### config.mk
export PLATFORM = sky130hd
export DESIGN_NAME = i2s_transmitter_flat
export DESIGN_NICKNAME = d
export VERILOG_FILES = /design/src/rtl/i2s_pkg.sv /design/src/rtl/i2s_transmitter_if.sv /design/src/rtl/i2s_clk_gen.sv /design/src/rtl/i2s_transmitter.sv /design/src/flat_wrapper.sv
export SDC_FILE = /design/constraint.sdc
export NUM_CORES = 1
export LEC_CHECK = 0
export BUFFER_PORTS_ARGS = -buffer_cell sky130_fd_sc_hd__buf_2
export CORE_ASPECT_RATIO = 2
export CORE_MARGIN = 5
export CORE_UTILIZATION = 40
export CTS_CLUSTER_DIAMETER = 200
export DETAILED_ROUTE_END_ITERATION = 8
export PLACE_DENSITY = 0.55
export SYNTH_ARGS = -nofsm -noshare
export SYNTH_HDL_FRONTEND = slang
export SYNTH_SLANG_ARGS = --single-unit
### constraint.sdc
create_clock -name clk_in -period 8.2 [get_ports clk_in]
set_input_delay 1.64 -clock clk_in [delete_from_list [all_inputs] [get_ports clk_in]]
set_output_delay 1.64 -clock clk_in [all_outputs]
set_load 0.005 [all_outputs]
### src/rtl/i2s_pkg.sv
// Shared I2S definitions: sample type, frame geometry and the
// slot-to-sample bit mapping used by the transmitter and receiver.
package i2s_pkg;

    localparam int SAMPLE_W        = 16;
    localparam int SLOT_W          = 32;
    localparam int SLOTS_PER_FRAME = 2 * SLOT_W;

    typedef logic signed [SAMPLE_W-1:0] sample_t;

    typedef struct packed {
        logic       channel;
        logic [7:0] k;
        logic       pad;
    } slot_bit_t;

    // Standard I2S: the bit at slot s belongs to position s-1 (one BCLK delay)
    function automatic slot_bit_t slot_bit_index(
        input int s,
        input int slot_w,
        input int sample_w
    );
        int        p;
        int        k;
        slot_bit_t r;
        p = (s == 0) ? 2 * slot_w - 1 : s - 1;
        r.channel = (p >= slot_w);
        k = r.channel ? p - slot_w : p;
        r.k = 8'(k);
        r.pad = (k >= sample_w);
        return r;
    endfunction

endpackage

### src/rtl/i2s_transmitter_if.sv
// Sample handshake between a sample producer and the I2S transmitter.
// One stereo pair moves on each cycle with valid and ready both high.
interface i2s_transmitter_if
    import i2s_pkg::*;
#(
    parameter int SAMPLE_WIDTH = SAMPLE_W
);

    logic [SAMPLE_WIDTH-1:0] left_sample_in;
    logic [SAMPLE_WIDTH-1:0] right_sample_in;
    logic                    sample_valid_in;
    logic                    sample_ready_out;

    modport master (
        output left_sample_in,
        output right_sample_in,
        output sample_valid_in,
        input  sample_ready_out
    );

    modport slave (
        input  left_sample_in,
        input  right_sample_in,
        input  sample_valid_in,
        output sample_ready_out
    );

endinterface

### src/rtl/i2s_clk_gen.sv
// BCLK divider and slot counter; fall_en marks the cycle whose edge
// takes bclk low, which is when every serial output advances.
module i2s_clk_gen #(
    parameter int  BCLK_HALF = 12,
    parameter int  SLOTS     = 64,
    localparam int DW        = (BCLK_HALF > 1) ? $clog2(BCLK_HALF) : 1,
    localparam int CW        = $clog2(SLOTS)
) (
    input  logic          clk_in,
    input  logic          rst_in,
    output logic          bclk,
    output logic          fall_en,
    output logic [CW-1:0] s
);

    logic [DW-1:0] div;
    logic          wrap;

    assign wrap    = (div == DW'(BCLK_HALF - 1));
    assign fall_en = wrap & bclk;

    always_ff @(posedge clk_in or negedge rst_in) begin
        if (!rst_in) begin
            div  <= '0;
            bclk <= 1'b0;
            s    <= CW'(SLOTS - 1);
        end else begin
            div <= wrap ? '0 : div + 1'b1;
            if (wrap) bclk <= ~bclk;
            if (fall_en) s <= (s == CW'(SLOTS - 1)) ? '0 : s + 1'b1;
        end
    end

endmodule

### src/rtl/i2s_transmitter.sv
// I2S master transmitter: one-deep holding register feeding a frame
// register that is serialised MSB first, left slot then right slot.
module i2s_transmitter
    import i2s_pkg::*;
#(
    parameter int SAMPLE_WIDTH = SAMPLE_W,
    parameter int SLOT_WIDTH   = SLOT_W,
    parameter int BCLK_HALF    = 12
) (
    input  logic               clk_in,
    input  logic               rst_in,
    i2s_transmitter_if.slave   smp,
    output logic               i2s_bclk_out,
    output logic               i2s_lrclk_out,
    output logic               i2s_data_out,
    output logic               frame_start_out,
    output logic               underrun_out
);

    localparam int SLOTS = 2 * SLOT_WIDTH;
    localparam int CW    = $clog2(SLOTS);
    localparam int IW    = $clog2(SAMPLE_WIDTH);

    logic                    bclk;
    logic                    fall_en;
    logic [CW-1:0]           s;
    logic [CW-1:0]           s_nxt;
    logic [SAMPLE_WIDTH-1:0] hold_l, hold_r;
    logic [SAMPLE_WIDTH-1:0] frm_l, frm_r;
    logic [SAMPLE_WIDTH-1:0] src;
    logic                    hold_full;
    logic                    ready_q;
    logic                    accept;
    logic                    load;
    logic                    bit_nxt;
    logic [IW-1:0]           idx;
    slot_bit_t               sb;

    i2s_clk_gen #(
        .BCLK_HALF (BCLK_HALF),
        .SLOTS     (SLOTS)
    ) u_clk_gen (
        .clk_in  (clk_in),
        .rst_in  (rst_in),
        .bclk    (bclk),
        .fall_en (fall_en),
        .s       (s)
    );

    assign s_nxt  = (s == CW'(SLOTS - 1)) ? '0 : s + 1'b1;
    assign load   = fall_en && (s == CW'(SLOTS - 1));
    assign accept = smp.sample_valid_in && ready_q;

    assign smp.sample_ready_out = ready_q;
    assign i2s_bclk_out         = bclk;

    always_comb begin
        sb      = slot_bit_index(int'(s_nxt), SLOT_WIDTH, SAMPLE_WIDTH);
        idx     = IW'(SAMPLE_WIDTH - 1 - int'(sb.k));
        src     = sb.channel ? frm_r : frm_l;
        bit_nxt = !sb.pad && src[idx];
    end

    // ready lags a load by one cycle but drops in the same edge as an accept
    always_ff @(posedge clk_in or negedge rst_in) begin
        if (!rst_in) begin
            hold_l          <= '0;
            hold_r          <= '0;
            frm_l           <= '0;
            frm_r           <= '0;
            hold_full       <= 1'b0;
            ready_q         <= 1'b1;
            i2s_lrclk_out   <= 1'b1;
            i2s_data_out    <= 1'b0;
            frame_start_out <= 1'b0;
            underrun_out    <= 1'b0;
        end else begin
            frame_start_out <= load;
            underrun_out    <= load && !hold_full;
            ready_q         <= accept ? 1'b0 : !hold_full;
            if (accept) begin
                hold_l    <= smp.left_sample_in;
                hold_r    <= smp.right_sample_in;
                hold_full <= 1'b1;
            end else if (load) begin
                hold_full <= 1'b0;
            end
            if (load && hold_full) begin
                frm_l <= hold_l;
                frm_r <= hold_r;
            end
            if (fall_en) begin
                i2s_lrclk_out <= (int'(s_nxt) >= SLOT_WIDTH);
                i2s_data_out  <= bit_nxt;
            end
        end
    end

endmodule

### src/flat_wrapper.sv
// flat-port wrapper written by rule: the top's interface ports become plain ports
module i2s_transmitter_flat import i2s_pkg::*;
#(
    parameter int SAMPLE_WIDTH = SAMPLE_W,
    parameter int SLOT_WIDTH   = SLOT_W,
    parameter int BCLK_HALF    = 12
)
  (clk_in, rst_in, i2s_bclk_out, i2s_lrclk_out, i2s_data_out, frame_start_out, underrun_out, smp_left_sample_in, smp_right_sample_in, smp_sample_valid_in, smp_sample_ready_out);
  i2s_transmitter_if #(.SAMPLE_WIDTH(SAMPLE_WIDTH)) smp_i ();
  input  logic clk_in;
  input  logic rst_in;
  output logic i2s_bclk_out;
  output logic i2s_lrclk_out;
  output logic i2s_data_out;
  output logic frame_start_out;
  output logic underrun_out;
  input wire logic [$bits(smp_i.left_sample_in)-1:0] smp_left_sample_in;
  input wire logic [$bits(smp_i.right_sample_in)-1:0] smp_right_sample_in;
  input wire logic [$bits(smp_i.sample_valid_in)-1:0] smp_sample_valid_in;
  output wire logic [$bits(smp_i.sample_ready_out)-1:0] smp_sample_ready_out;
  assign smp_i.left_sample_in = smp_left_sample_in;
  assign smp_i.right_sample_in = smp_right_sample_in;
  assign smp_i.sample_valid_in = smp_sample_valid_in;
  assign smp_sample_ready_out = smp_i.sample_ready_out;
  i2s_transmitter #(.SAMPLE_WIDTH(SAMPLE_WIDTH), .SLOT_WIDTH(SLOT_WIDTH), .BCLK_HALF(BCLK_HALF)) u_core (.clk_in(clk_in), .rst_in(rst_in), .smp(smp_i), .i2s_bclk_out(i2s_bclk_out), .i2s_lrclk_out(i2s_lrclk_out), .i2s_data_out(i2s_data_out), .frame_start_out(frame_start_out), .underrun_out(underrun_out));
endmodule
==> results of run 1 <==
==> cells in the mapped netlist (2+ instances only) <==
| cell type | number | area share |
|---|---|---|
| inv_1 | 6 | 0.0058 |
| nor2_1 | 19 | 0.019 |
| mux2_2 | 67 | 0.20 |
| a311o_1 | 2 | 0.0052 |
| nand2b_1 | 6 | 0.0097 |
| o2111ai_1 | 3 | 0.0068 |
| o21ai_4 | 2 | 0.0084 |
| nor3_1 | 4 | 0.0052 |
| dfrtp_1 | 73 | 0.47 |
| nand4_1 | 2 | 0.0032 |
| mux2i_1 | 5 | 0.013 |
| o22ai_1 | 5 | 0.0081 |
| nand3b_1 | 3 | 0.0058 |
| buf_1 | 6 | 0.0058 |
| nand3_1 | 4 | 0.0052 |
| and3b_1 | 2 | 0.0045 |
| and4_1 | 3 | 0.0068 |
| o21ai_0 | 11 | 0.014 |
| clkbuf_1 | 4 | 0.0039 |
| xnor2_1 | 5 | 0.011 |
| and2_1 | 3 | 0.0049 |
| dfstp_2 | 8 | 0.055 |
| ha_1 | 4 | 0.013 |
| a21oi_1 | 6 | 0.0078 |
| buf_2 | 2 | 0.0026 |
| xor2_1 | 2 | 0.0045 |
| buf_6 | 4 | 0.012 |
| nand2_1 | 25 | 0.024 |
| o21a_1 | 2 | 0.0039 |
==> cells by family (layout without fill, tap and decap cells) <==
group,after synthesis,after routing,synth area share
AND/OR/NAND/NOR,78,78,0.108
adder cells (fa/ha/maj),4,4,0.0130
XOR/XNOR,7,7,0.0159
flip-flops,81,81,0.528
AO/OA/AOI/OAI,43,43,0.0824
multiplexers,75,75,0.221
buffers and inverters,23,65,0.0308
==> path summary, 6_finish.rpt <==
kind,start,to,slack (ps),depth (start not counted)
min reg2reg,u_core.hold_full$_DFFE_PN0P_,u_core.smp.sample_ready_out$_DFF_PN1_,440,1
max,u_core.u_clk_gen.s[0]$_DFFE_PN1P_,u_core.i2s_data_out$_DFFE_PN0P_,4240,11
max reg2reg,u_core.u_clk_gen.s[0]$_DFFE_PN1P_,u_core.i2s_data_out$_DFFE_PN0P_,4240,11
min,u_core.hold_full$_DFFE_PN0P_,u_core.smp.sample_ready_out$_DFF_PN1_,440,1
max in group asynchronous,rst_in,u_core.frm_l[0]$_DFFE_PN0P_,6070,1
min in group asynchronous,rst_in,u_core.hold_r[4]$_DFFE_PN0P_,1460,1
==> registers in the layout, summed over array words and instances (netlist names) <==
signal                       cells
u_core.frame_start_out           1
u_core.frm_l                    16
u_core.frm_r                    16
u_core.hold_full                 1
u_core.hold_l                   16
u_core.hold_r                   16
u_core.i2s_data_out              1
u_core.i2s_lrclk_out             1
u_core.smp.sample_ready_out      1
u_core.u_clk_gen.bclk            1
u_core.u_clk_gen.div             4
u_core.u_clk_gen.s               6
u_core.underrun_out              1
==> power by group <==
group / internal [mW] / switching, mW
registers: 0.408 / 0.00424
logic: 0.0115 / 0.0110
clock network: 0.274 / 0.153
==> layout by cell type (no fill, tap or decap), types with 2 or more instances in the layout <==
cell type and instances:
and2_1 3, o21ai_0 11, clkbuf_16 9, nand3b_1 3, nand2_1 25, nand3_1 4, and3b_1 2, a21oi_1 6
buf_4 3, clkinv_2 2, dfstp_2 8, o2111ai_1 3, buf_2 39, xnor2_1 5, inv_1 6, dfrtp_1 73
nor2_1 19, nand4_1 2, bufinv_16 2, nand2b_1 6, mux2_2 67, mux2i_1 5, nor3_1 4, ha_1 4
a311o_1 2, o22ai_1 5, and4_1 3, o21ai_4 2, o21a_1 2, xor2_1 2
==> area by class of cell <==
type | instances | area share
inverter | 7 | 0.00593
clock inverter | 5 | 0.0178
multi-input combinational | 207 | 0.383
tap | 104 | 0.0294
timing repair buffer | 42 | 0.0491
sequential | 81 | 0.460
clock buffer | 11 | 0.0548
==> stage by stage <==
| step | std cells | hold WS, ps | setup WS [ps] |
|---|---|---|---|
| 3_3_place_gp | 441 | 437 | 4420 |
| 5_1_grt | 457 | 466 | 3990 |
| 2_1_floorplan | 311 | 408 | 5330 |
| 6_report | 457 | 441 | 4240 |
| 3_5_place_dp | 441 | 438 | 4300 |
| 4_1_cts | 457 | 445 | 4290 |
==> routing by layer <==
metal	GRT usage	vias up	routed length, um
met5	0	-	0
met4	0.0912	0	344
met3	0.0254	20	191
met2	0.275	43	4690
met1	0.145	1266	2750
li1	-	1183	-
==> worst max-delay path, cell delays in order (launching register included) <==
cell and delay (ps):
dfstp_2 660, ha_1 460, and3_1 320, nand3_1 170, nand2b_1 360, clkinv_1 380, ha_1 530, and4_1 230
a21oi_1 140, o221a_2 190, a221oi_1 80, a311o_1 320
==> impl_metrics.csv, run 1 <==
group,metric,value,unit
drt,dr.first_iter.drc_count,74,
sta,fin_crit,3960,ps
cts,cts-buffers-inserted,9,
sta,fmaxAchievable,253,MHz
die,die_h,149,um
layout,drive_gt1_frac,0.405,
sta,fin_tns_setup,0,ps
yosys,synth.avg_cell_area,12.4,um2
die,initial_utilization,0.411,
sta,skew,3.92,ps
yosys,synth-seq-cells,81,
outcome,status,"completed",
die,io_pins,41,
drt,wl,7.98,mm
die,core,9380,um2
yosys,netlist_instances,311,
sta,relSlewSlack,0.330,
layout,areaGrowthSynthToFinish,15.0,%
setup_path,start_kind,"flop",
pwr,power_leakage,2.14,nW
die,row_count,50,
sta,worstMarginPinSlew,1010,ps
layout,final_area,4430,um2
pwr,p_per_area,195,nW/um2
sta,post-route-period-util,0.482,
placed_design,port_buffers,40,
yosys,synth_edf_count,0,
yosys,ys_seq_area_frac,0.528,
drt,drtAntennaViolNets,0,
layout,postLayoutCoreUtil,0.472,
placed_design,place_area,4110,um2
cts,clock_latency,330,ps
job,drv_cap,0,
layout,regArea,2040,um2
layout,fin_nets,387,
yosys,synth_ff_type,"dfrtp_1",
setup_path,cp_data_required_time,8410,ps
sta,finalSetupViolCount,0,
worst_hold_path,hold_class,"reg2reg",
setup_path,end_kind,"flop",
yosys,ys_types,52,
yosys,syn_area,3850,um2
cts,postCtsSetupBuffers,0,
drt,vias_per_cell,5.50,
drt,drtPass1Iterations,4,
cts,hold_buffers,0,
pwr,total_power,0.862,mW
sta,drv_slew,0,
yosys,synthesis.nets,350,
grt,antenna_found_initial,0,
layout,num_antenna_cells,0,
cts,ctsRootBufferMaster,"clkbuf_16",
cts,clock_sinks,81,
yosys,async_flop_share,1.00,
sta,hold_violations,0,
placed_design,post-dp-hpwl,5.88,mm
drt,vias,2512,
cts,htreeDepth,3,
cts,cts-resized-gates,0,
grt,grt_pass1_wl,13.4,mm
setup_path,critical_path_class,"reg2reg",
drt,wl_per_cell,17.5,um
yosys,yosysWarnings,0,
grt,grt.total_usage,0.147,
cts,ctsLongestPathBuffers,2,
layout,multiInputGateArea,1700,um2
grt,grt_start_max_net_pins,82,
layout,nFillCells,880,
placed_design,gp_congestion,0.910,
setup_path,cp.arrival,4170,ps
sta,rsz0062_at_grt,"no",
pwr,vdd_drop_max,139,uV
grt,grt_pass1_vias,2768,
grt,grt_remaining_overflow,0,
cts,clkTransAtPathRegs,60,ps
cts,cts_tree,"built",
drt,remaining_drc_errors,0,
die,die_w,79.4,um
die,die-area,11800,um2
setup_path,path_max_fanout,15,
Note: power is estimated with default switching activity, not from simulation.
==> run 2, diff against run 1 <==
--- a/config.mk
+++ b/config.mk
@@ -11,7 +11,7 @@
 export CORE_UTILIZATION = 40
 export CTS_CLUSTER_DIAMETER = 200
 export DETAILED_ROUTE_END_ITERATION = 8
-export PLACE_DENSITY = 0.55
+export PLACE_DENSITY = 0.57
 export SYNTH_ARGS = -nofsm -noshare
 export SYNTH_HDL_FRONTEND = slang
 export SYNTH_SLANG_ARGS = --single-unit
==> constraint.sdc (replaced) <==
create_clock -name clk_in -period 3.6 [get_ports clk_in]
set_input_delay 0.72 -clock clk_in [delete_from_list [all_inputs] [get_ports clk_in]]
set_output_delay 0.72 -clock clk_in [all_outputs]
set_load 0.005 [all_outputs]
==> impl_metrics.csv, run 2 (synthesis gave the netlist of run 1 again) <==
group,metric,value,unit
outcome,status,"completed",
setup_path,cp_slowest_stage_delay,660,ps
pwr,vdd_drop_max,345,uV
grt,grt_remaining_overflow,0,
layout,layout_commonest_cell,"dfrtp_1",
drt,wl_per_cell,17.2,um
sta,worstMarginPinSlew,1010,ps
worst_hold_path,hold_class,"reg2reg",
sta,fin_tns_setup,0,ps
worst_hold_path,hold_depth,1,
setup_path,cp_slowest_cell,"dfstp_2",
layout,multiInputGateArea,1700,um2
placed_design,dp_slack,313,ps
placed_design,post-dp-hpwl,5.96,mm
setup_path,end_kind,"flop",
sta,finalSetupViolCount,0,
cts,clock_latency,330,ps
cts,cts_tree,"built",
pwr,pwr-share-comb,0.028,
sta,rsz0062_at_grt,"no",
sta,fin_crit,3300,ps
pwr,intPower,1.49,mW
sta,post-route-period-util,0.916,
die,row_count,50,
pwr,switching_share,0.202,
grt,grt_pass1_vias,2754,
layout,regArea,2040,um2
drt,vias,2501,
cts,cts-resized-gates,0,
placed_design,gp_congestion,0.917,
setup_path,worst-path-stages,11,
die,die-area,11800,um2
setup_path,start_kind,"flop",
pwr,power_leakage,2.13,nW
job,drv_cap,0,
setup_path,cp.arrival,3500,ps
drt,dr.first_iter.drc_count,93,
cts,ctsLongestPathBuffers,2,
cts,clock_sinks,81,
layout,fin_nets,390,
setup_path,path_max_fanout,15,
cts,clkTransAtPathRegs,60,ps
setup_path,critical_path_class,"reg2reg",
layout,final_cell_mix,"dfrtp_1 (73), mux2_2 (67), buf_2 (39), nand2_1 (25), nor2_1 (19)",
placed_design,port_buffers,40,
sta,drv_slew,0,
sta,relSlewSlack,0.327,
pwr,p_per_area,422,nW/um2
drt,vias_per_cell,5.44,
sta,worst_slack,304,ps
cts,ctsRootBufferMaster,"clkbuf_16",
grt,antenna_found_initial,0,
setup_path,cp_common_cell,"ha_1",
die,core,9380,um2
grt,grt.total_usage,0.145,
cts,postCtsSetupBuffers,0,
layout,nFillCells,858,
cts,htreeDepth,3,
die,initial_utilization,0.411,
drt,drtAntennaViolNets,0,
setup_path,path_buf_inv,1,
layout,num_antenna_cells,0,
die,die_h,149,um
die,io_pins,41,
setup_path,r2r_cells,11,
sta,hold_violations,0,
layout,drive_gt1_frac,0.407,
cts,hold_buffers,0,
drt,wl,7.93,mm
drt,drtPass1Iterations,4,
drt,remaining_drc_errors,0,
sta,fmaxAchievable,303,MHz
grt,grt_start_max_net_pins,82,
pwr,power_frac_seq,0.503,
layout,areaGrowthSynthToFinish,14.7,%
setup_path,cp_data_required_time,3810,ps
setup_path,crit_family,"simple AND/OR/NAND/NOR gates",
pwr,p_clk_frac,0.470,
pwr,p_sw,0.377,mW
setup_path,path_cells,"ha_1 -> and3_1 -> nand3_1 -> nand2b_1 -> clkinv_1 -> ha_1 -> and4_1 -> a21oi_1 -> o221a_2 -> a221oi_1 -> a311o_1",
die,die_w,79.4,um
cts,cts-buffers-inserted,9,
grt,grt_pass1_wl,13.0,mm
sta,skew,8.75,ps
-- run 2: changes by cell type in the layout (fill, tap and decap cells not counted), sizes merged --
cell / previous run / this run
bufinv: 2 / 1
clkinvlp: 0 / 1
buf: 42 / 45
-- run 2: power groups by stage --
stage	clock [mW]	sequential (mW)	combinational [mW]
6_report	0.877	0.939	0.0515
3_5_place_dp	0	0.956	0.0540
5_1_grt	0.943	0.941	0.0595
3_3_place_gp	0	0.956	0.0520
4_1_cts	0.907	0.940	0.0541
2_1_floorplan	0	0.951	0.0161
-- run 2: final cells by class --
class	instances	area share
timing repair buffer	45	0.0543
clock buffer	11	0.0526
clock inverter	5	0.0127
inverter	7	0.00594
multi-input combinational	207	0.384
tap	104	0.0294
sequential	81	0.461
-- run 2: worst paths after layout --
check                                                   from                                     to  slack, ps
min in group asynchronous                             rst_in          u_core.hold_l[12]$_DFFE_PN0P_        540
setup reg to reg           u_core.u_clk_gen.s[0]$_DFFE_PN1P_        u_core.i2s_data_out$_DFFE_PN0P_        300
setup / recovery           u_core.u_clk_gen.s[0]$_DFFE_PN1P_        u_core.i2s_data_out$_DFFE_PN0P_        300
max in group asynchronous                             rst_in       u_core.frame_start_out$_DFF_PN0_       2380
hold reg to reg                 u_core.hold_full$_DFFE_PN0P_  u_core.smp.sample_ready_out$_DFF_PN1_        450
hold / removal                  u_core.hold_full$_DFFE_PN0P_  u_core.smp.sample_ready_out$_DFF_PN1_        450
-- run 2: per-layer routing --
layer  vias to the layer above  track usage  routed length (um)
li1                       1184            -                   -
met1                      1237        0.137                2740
met2                        51        0.269                4530
met3                        29       0.0230                 184
met4                         0        0.111                 469
met5                         -            0                   0
-- run 2: stage by stage --
step	hold slack, ps	cells	area (um2)	util	total power [mW]
after floorplan	408	311	3850	-	0.967
after global placement	440	444	4130	0.440	1.01
after detailed placement	456	444	4130	0.440	1.01
after CTS	461	460	4420	0.471	1.90
after global routing	492	460	4420	0.471	1.94
final	452	460	4420	0.471	1.87
-- run 2: worst register-to-register path, stage by stage, from the launching register on --
cell and delay [ps]:
dfstp_2 660, ha_1 300, and3_1 290, nand3_1 210, nand2b_1 160, clkinv_1 90
ha_1 440, and4_1 240, a21oi_1 180, o221a_2 210, a221oi_1 80, a311o_1 310
